<file path="config.mk">
export PLATFORM = sky130hd
export DESIGN_NAME = regfile_wb_sched
export DESIGN_NICKNAME = d
export VERILOG_FILES = /design/src/rtl/regfile_wb_sched.sv
export SDC_FILE = /design/constraint.sdc
export NUM_CORES = 1
export LEC_CHECK = 0
export CORE_MARGIN = 2
export CORE_UTILIZATION = 35
export DETAILED_ROUTE_END_ITERATION = 7
export GPL_ROUTABILITY_DRIVEN = 0
export PLACE_DENSITY = 0.84
export SLEW_MARGIN = 30
export SYNTH_ARGS = -nofsm -noshare
export SYNTH_HDL_FRONTEND = slang
export SYNTH_SLANG_ARGS = --single-unit
</file>
<file path="constraint.sdc">
create_clock -name clk -period 3.8 [get_ports clk]
set_input_delay 0.76 -clock clk [delete_from_list [all_inputs] [get_ports clk]]
set_output_delay 0.76 -clock clk [all_outputs]
set_load 0.05 [all_outputs]
</file>
<file path="src/rtl/regfile_wb_sched.sv">
`default_nettype none
// ============================================================================
// Module   : regfile_wb_sched
// Brief    : Round-robin write-back arbiter for the register file write port,
//            plus a pending-write scoreboard that flags RAW/WAW hazards to issue.
// Options  : WB_BYPASS_EN - forward the accepted result to the issue operands
//            in the accept cycle and mask busy with it.
// Revision : 1.0 - initial release
// ============================================================================
module regfile_wb_sched #(
    parameter int NREQ  = 3,
    parameter int PTR_W = 2
) (
    input  logic                 clk,
    input  logic                 rst,
    input  logic [NREQ-1:0]      req_valid,
    output logic [NREQ-1:0]      req_ready,
    input  logic [5*NREQ-1:0]    req_addr,
    input  logic [32*NREQ-1:0]   req_data,
    output logic                 regWr,
    output logic [4:0]           addrWr,
    output logic [31:0]          wb_data,
    input  logic                 iss_valid,
    input  logic [4:0]           iss_addr,
    output logic                 iss_stall,
    input  logic [4:0]           rd_addr0,
    input  logic [4:0]           rd_addr1,
    output logic                 busy0,
    output logic                 busy1,
    output logic                 byp_hit0,
    output logic                 byp_hit1,
    output logic [31:0]          byp_data0,
    output logic [31:0]          byp_data1
);

    logic [PTR_W-1:0]  r_ptr;
    logic [31:0]       r_pending;
    logic              r_regwr;
    logic [4:0]        r_addrwr;
    logic [31:0]       r_wbdata;

    logic [NREQ-1:0]   w_hi_mask;
    logic [NREQ-1:0]   w_hi_req;
    logic [NREQ-1:0]   w_cand;
    logic              w_found;
    logic [PTR_W-1:0]  w_gnt_idx;
    logic              w_accept;
    logic [NREQ-1:0]   w_grant;
    logic [4:0]        w_acc_addr;
    logic [31:0]       w_acc_data;
    logic [PTR_W-1:0]  w_ptr_nxt;
    logic              w_iss_set;
    logic [31:0]       w_pending_nxt;

    // Requesters at or above the pointer take priority; otherwise wrap to the lowest.
    always_comb begin
        for (int i = 0; i < NREQ; i++) begin
            w_hi_mask[i] = (PTR_W'(i) >= r_ptr);
        end
    end

    assign w_hi_req = req_valid & w_hi_mask;
    assign w_cand   = (|w_hi_req) ? w_hi_req : req_valid;

    always_comb begin
        w_found   = 1'b0;
        w_gnt_idx = '0;
        for (int i = 0; i < NREQ; i++) begin
            if (!w_found && w_cand[i]) begin
                w_found   = 1'b1;
                w_gnt_idx = PTR_W'(i);
            end
        end
    end

    assign w_accept  = w_found & ~rst;
    assign w_ptr_nxt = (w_gnt_idx == PTR_W'(NREQ - 1)) ? '0 : w_gnt_idx + 1'b1;

    always_comb begin
        w_grant    = '0;
        w_acc_addr = '0;
        w_acc_data = '0;
        for (int i = 0; i < NREQ; i++) begin
            if (w_accept && (w_gnt_idx == PTR_W'(i))) begin
                w_grant[i] = 1'b1;
                w_acc_addr = req_addr[5*i +: 5];
                w_acc_data = req_data[32*i +: 32];
            end
        end
    end

    assign req_ready = w_grant;

    assign iss_stall = iss_valid & (iss_addr != 5'd0) & r_pending[iss_addr];
    assign w_iss_set = iss_valid & ~iss_stall & (iss_addr != 5'd0);

    // Set is applied after clear so a newly issued producer wins over a retiring one.
    always_comb begin
        w_pending_nxt = r_pending;
        if (w_accept) begin
            w_pending_nxt[w_acc_addr] = 1'b0;
        end
        if (w_iss_set) begin
            w_pending_nxt[iss_addr] = 1'b1;
        end
        w_pending_nxt[0] = 1'b0;
    end

    always_ff @(posedge clk) begin
        if (rst) begin
            r_ptr     <= '0;
            r_pending <= '0;
            r_regwr   <= 1'b0;
            r_addrwr  <= '0;
            r_wbdata  <= '0;
        end else begin
            r_pending <= w_pending_nxt;
            r_regwr   <= w_accept & (w_acc_addr != 5'd0);
            if (w_accept) begin
                r_ptr    <= w_ptr_nxt;
                r_addrwr <= w_acc_addr;
                r_wbdata <= w_acc_data;
            end
        end
    end

    assign regWr   = r_regwr;
    assign addrWr  = r_addrwr;
    assign wb_data = r_wbdata;

`ifdef WB_BYPASS_EN
    assign byp_hit0  = w_accept & (w_acc_addr == rd_addr0) & (rd_addr0 != 5'd0);
    assign byp_hit1  = w_accept & (w_acc_addr == rd_addr1) & (rd_addr1 != 5'd0);
    assign byp_data0 = byp_hit0 ? w_acc_data : 32'd0;
    assign byp_data1 = byp_hit1 ? w_acc_data : 32'd0;
`else
    assign byp_hit0  = 1'b0;
    assign byp_hit1  = 1'b0;
    assign byp_data0 = 32'd0;
    assign byp_data1 = 32'd0;
`endif

    assign busy0 = r_pending[rd_addr0] & (rd_addr0 != 5'd0) & ~byp_hit0;
    assign busy1 = r_pending[rd_addr1] & (rd_addr1 != 5'd0) & ~byp_hit1;

endmodule
`default_nettype wire
</file>
Word level (Yosys, flattened, before mapping)
Cells that the tools add are included.
{ "word_totals": {"register_bits": 72, "input_bits": 132, "wordCells": 75} }
{ "classes": {"bitwise_logic": 14, "n_lt_le_gt_ge": 9, "n_reduce_logical": 15, "n_eq_ne": 2, "n_mux": 28, "n_addsub": 1} }
{ "op_table": {"columns": ["operator", "count"], "rows": [
  ["32-bit two-way mux", 5],
  ["32-bit AND", 1],
  ["32-bit inverter", 1],
  ["32-bit OR", 1],
  ["5-bit by 6-bit less-than comparator with 1-bit output (second input constant)", 4],
  ["5-bit nonzero test", 4],
  ["1-bit binary-select mux with 5-bit select", 3],
  ["5-bit two-way mux", 3],
  ["1-bit two-way mux", 12],
  ["1-bit demux with 5-bit select", 2],
  ["5-bit by 1-bit >= comparator with 1-bit output (second input constant)", 2],
  ["1-bit AND", 8],
  ["1-bit logical AND", 7],
  ["1-bit by 2-bit >= comparator with 1-bit output (first input constant)", 2],
  ["2-bit two-way mux", 2],
  ["3-bit AND", 1],
  ["3-bit two-way mux", 1],
  ["3-bit OR reduction", 1],
  ["2-bit by 1-bit adder with 2-bit output (second input constant)", 1],
  ["2-bit by 1-bit == test with 1-bit output (second input constant)", 1],
  ["2-bit == test (second input constant)", 1],
  ["2-bit >= comparator (first input constant)", 1],
  ["1-bit zero test", 2],
  ["2-bit zero test", 1],
  ["1-bit inverter", 2]
]} }

Longest topological paths before layout
{ "logic_depth": {"word_depth": 25, "ltp_mapped": 9, "mapped_depth_nobuf": 7} }

Worst setup path after synthesis
OpenSTA, ideal clock, no wires.
{ "synth_timing": {"path_kind": "input-to-output", "start": "input port rd_addr0[0]", "end": "output port busy0", "stages": 4, "t_arrival_ps": 2565, "slack_ps": 475, "required_time_ps": 3040, "cell_sequence": "clkbuf_1 mux4_2 mux4_2 mux2_2"} }
{ "synth_between": {"elab_chain_cells": 3, "elab_cells_between_ends": 4, "cone_classes": "mux (2); bitwise (1); reduce/logical (1)"} }
{ "synth_lines": {"columns": ["element", "line", "rtl"], "rows": [
  ["start: declaration", "26", "input logic [4:0] rd_addr0,"],
  ["1-bit binary-select mux with 5-bit select", "143", "assign busy0 = r_pending[rd_addr0] & (rd_addr0 != 5'd0) & ~byp_hit0;"],
  ["1-bit two-way mux (not written as such)", "143", null],
  ["1-bit AND (*)", "143", null],
  ["end: declaration", "28", "output logic busy0,"]
]} }
Every way passes the cells marked *; elsewhere a longest branch is shown, timed or not. The select of a mux whose other input is x is not followed.

Final worst setup path
Ends and elaborated chain as after synthesis.

==> impl_metrics.env <==
export IMPL_power_density_nw_per_um2=364
export IMPL_hold_viol_final=0
export IMPL_die_h_um=118
export IMPL_worstSkewPairLatency_ps=330
export IMPL_ir_drop_mv=0.244
export IMPL_htreeDepth=3
export IMPL_track_usage_pct=21.2
export IMPL_core_area_um2=12700
export IMPL_ys_warn_count=0
export IMPL_cts_buffers=9
export IMPL_drt_pass1_iterations=8
export IMPL_antenna_left=0
export IMPL_cts_resized=0
export IMPL_post_route_min_period_ps=3620
export IMPL_routed_wl_um=15100
export IMPL_fin_tns_setup_ps=0
export IMPL_max_stage_delay_ps=510
export IMPL_grt_pass1_wl_um=23600
export IMPL_grt_start_max_net_pins=34
export IMPL_critPathKind="in2out"
export IMPL_cp_start_kind="input port"
export IMPL_synth_cell_types=59
export IMPL_port_buffers=175
export IMPL_setup_viol_count_final=0
export IMPL_synth_seq_area_share_pct=31.2
export IMPL_hp_class="reg2reg"
export IMPL_area_delta_synth_final_pct=44.3
export IMPL_die_x_um=118
export IMPL_die_area_um2=13900
export IMPL_leakage_uw=0.00240
export IMPL_rr_endpoint="r_pending[23]"
export IMPL_io_pins=242
export IMPL_wl_per_cell_um=18.1
export IMPL_cts_buffer_depth=2
export IMPL_outcome="finished, final reports clean"
export IMPL_worst_setup_path_end_kind="output pin"
export IMPL_grt_antenna_before_repair=0
export IMPL_clk_pin_slew_worst_paths_ps=60
export IMPL_cp_arrival_ps=2860
export IMPL_reg2reg_slack_ps=1390
export IMPL_crit_reg2reg_launch="r_ptr[1]"
export IMPL_vias_per_cell=5.59
export IMPL_rsz0062_at_grt="no"
export IMPL_syn_area_um2=4550
export IMPL_drive_gt1_share_pct=12.4
export IMPL_drtIter0Drc=440
export IMPL_worstMarginPinSlew_ps=689
export IMPL_ff2ff_path_depth=6
export IMPL_vias=4645
export IMPL_drc_errors=0
export IMPL_period_share_pct=95.4
export IMPL_grt_overflow=0
export IMPL_crit_required_ps=3040
export IMPL_nFillCells=1177
export IMPL_synthFlopType="dfxtp_1"
export IMPL_fmax_ghz=0.276
export IMPL_start_util_pct=35.9
export IMPL_grt_pass1_vias=4477
export IMPL_placement_rows=41
export IMPL_postSynthCellCount=488
export IMPL_critical_path_startpoint="rd_addr0[0]"
export IMPL_endpoint="busy0"
export IMPL_synth_edf_count=0
export IMPL_place_hpwl_um=11500
export IMPL_slew_viol_final=0
export IMPL_fin_nets=786
export IMPL_slowest_stage="mux4_2"
export IMPL_crit_fanout=9
export IMPL_skew_ps=9.48
export IMPL_cts_tree="yes"
export IMPL_relSlewSlack_pct=53.3
export IMPL_maxCapViolations=0
export IMPL_synth_seq_cells=71
export IMPL_synthArstFlopShare_pct=0
export IMPL_pre_cts_ws_ps=154
export IMPL_cts_setup_buffers=0
export IMPL_timing_final_ws_setup_ps=175
export IMPL_path_cells="clkdlybuf4s50_1 -> buf_4 -> mux4_2 -> mux4_2 -> mux2_2 -> buf_4"
export IMPL_avgSynthCellArea_um2=9.33
export IMPL_cts_root_buf="clkbuf_16"
export IMPL_cts_sinks=71
export IMPL_cts_hold_buf=0
export IMPL_n_antenna_cell=0
==> worst min path at each step <==
stage / to / slack, ps / cells past startpoint / start
floorplan: r_pending[1] / 450 / 2 / r_pending[1]
global placement: addrWr[3] / 450 / 1 / addrWr[3]
detailed placement: addrWr[3] / 440 / 1 / addrWr[3]
CTS: addrWr[2] / 460 / 2 / addrWr[2]
global route: addrWr[4] / 480 / 1 / addrWr[4]
finish: addrWr[2] / 460 / 2 / addrWr[2]
==> logic make-up after synthesis <==
group / count (synthesis) / synth area share [%]
buffers and inverters: 107 / 14.6
muxes: 31 / 12.6
and+or+nand+nor: 116 / 13.1
DFF: 71 / 31.2
AOI/OAI and AO/OA: 162 / 28.4
other: 1 / 0.0824
==> where the power goes <==
group / total [uW] / internal (uW) / switching (uW)
Sequential: 809 / 781 / 27.8
Combinational: 714 / 267 / 447
Clock: 868 / 517 / 351
==> stage by stage <==
| stage | hold slack (ps) | cell area [um2] | cells | utilization (%) | total power (uW) |
|---|---|---|---|---|---|
| after floorplan | 448 | 4800 | 553 | - | 1320 |
| after global placement | 446 | 6260 | 815 | 49.4 | 1530 |
| after detailed placement | 445 | 6260 | 815 | 49.4 | 1530 |
| after CTS | 459 | 6570 | 831 | 51.9 | 2410 |
| after global routing | 483 | 6570 | 831 | 51.9 | 2480 |
| final | 458 | 6570 | 831 | 51.9 | 2390 |
==> layout make-up <==
class / instances / area, um2 / area share, %
clock inverter: 7 / 80.1 / 1.22
tap: 172 / 215 / 3.28
clock buffer: 9 / 225 / 3.43
multi-input combinational: 375 / 2720 / 41.4
sequential: 71 / 1420 / 21.6
inverter: 7 / 26.3 / 0.400
timing repair buffer: 190 / 1880 / 28.6
==> layer usage <==
metal  part of all wire (%)  wire length [um]  track usage (%)
met5                      0                 0                0
met4                    3.5               527             10.0
met1                     37              5560             24.7
met3                     11              1640             6.98
met2                     49              7340             34.9
==> synth_stat cells (2+ instances only) <==
master / number / area share [%]
a222oi_1: 32 / 7.0
clkbuf_1: 26 / 2.1
nand3_1: 10 / 1.1
dfxtp_1: 71 / 31
and3b_1: 4 / 0.77
a31o_1: 2 / 0.38
nor3b_1: 3 / 0.49
o311ai_1: 2 / 0.38
buf_1: 2 / 0.16
mux2i_1: 8 / 1.8
o211ai_1: 2 / 0.33
o22ai_1: 4 / 0.55
mux2_2: 2 / 0.49
or3_1: 2 / 0.27
or3b_2: 4 / 0.77
inv_1: 5 / 0.41
a32oi_1: 2 / 0.38
a41oi_1: 3 / 0.58
o21a_1: 2 / 0.33
nand2b_1: 4 / 0.55
buf_2: 5 / 0.55
a21oi_1: 34 / 3.7
o2bb2ai_1: 21 / 4.0
nand2_1: 51 / 4.2
a221oi_2: 2 / 0.66
a221o_1: 3 / 0.66
nor3_1: 3 / 0.33
o21ai_0: 11 / 1.2
a31oi_1: 19 / 2.6
o311ai_0: 4 / 0.77
nand3b_1: 5 / 0.82
and3_1: 3 / 0.41
nor2_1: 12 / 0.99
buf_4: 66 / 11
nor2b_1: 8 / 1.1
mux4_2: 21 / 10
a21o_1: 4 / 0.66
a211o_1: 2 / 0.38
a31o_2: 3 / 0.58
a211oi_4: 2 / 0.88
==> state kept, by name, indices dropped and copies added, names as in the netlist <==
signal	count
wb_data	32
r_pending	31
addrWr	5
r_ptr	2
regWr	1
==> layout by cell type (no fill, tap or decap), drive strengths merged, types with 6 or more instances in the layout <==
cell           count
a21oi             34
a222oi            32
a31oi             19
buf               22
clkbuf             9
clkdlybuf4s50    168
conb              66
dfxtp             71
inv                9
mux2i              8
mux4              21
nand2             51
nand3             10
nor2              12
nor2b              8
o21ai             12
o2bb2ai           21
o311ai             6
==> worst max-delay path, delay by kind of cell <==
family / cells / cell delay [ps]
muxes: 3 / 1250
buffers and inverters: 3 / 850
Power figures use the tool's default switching activity.
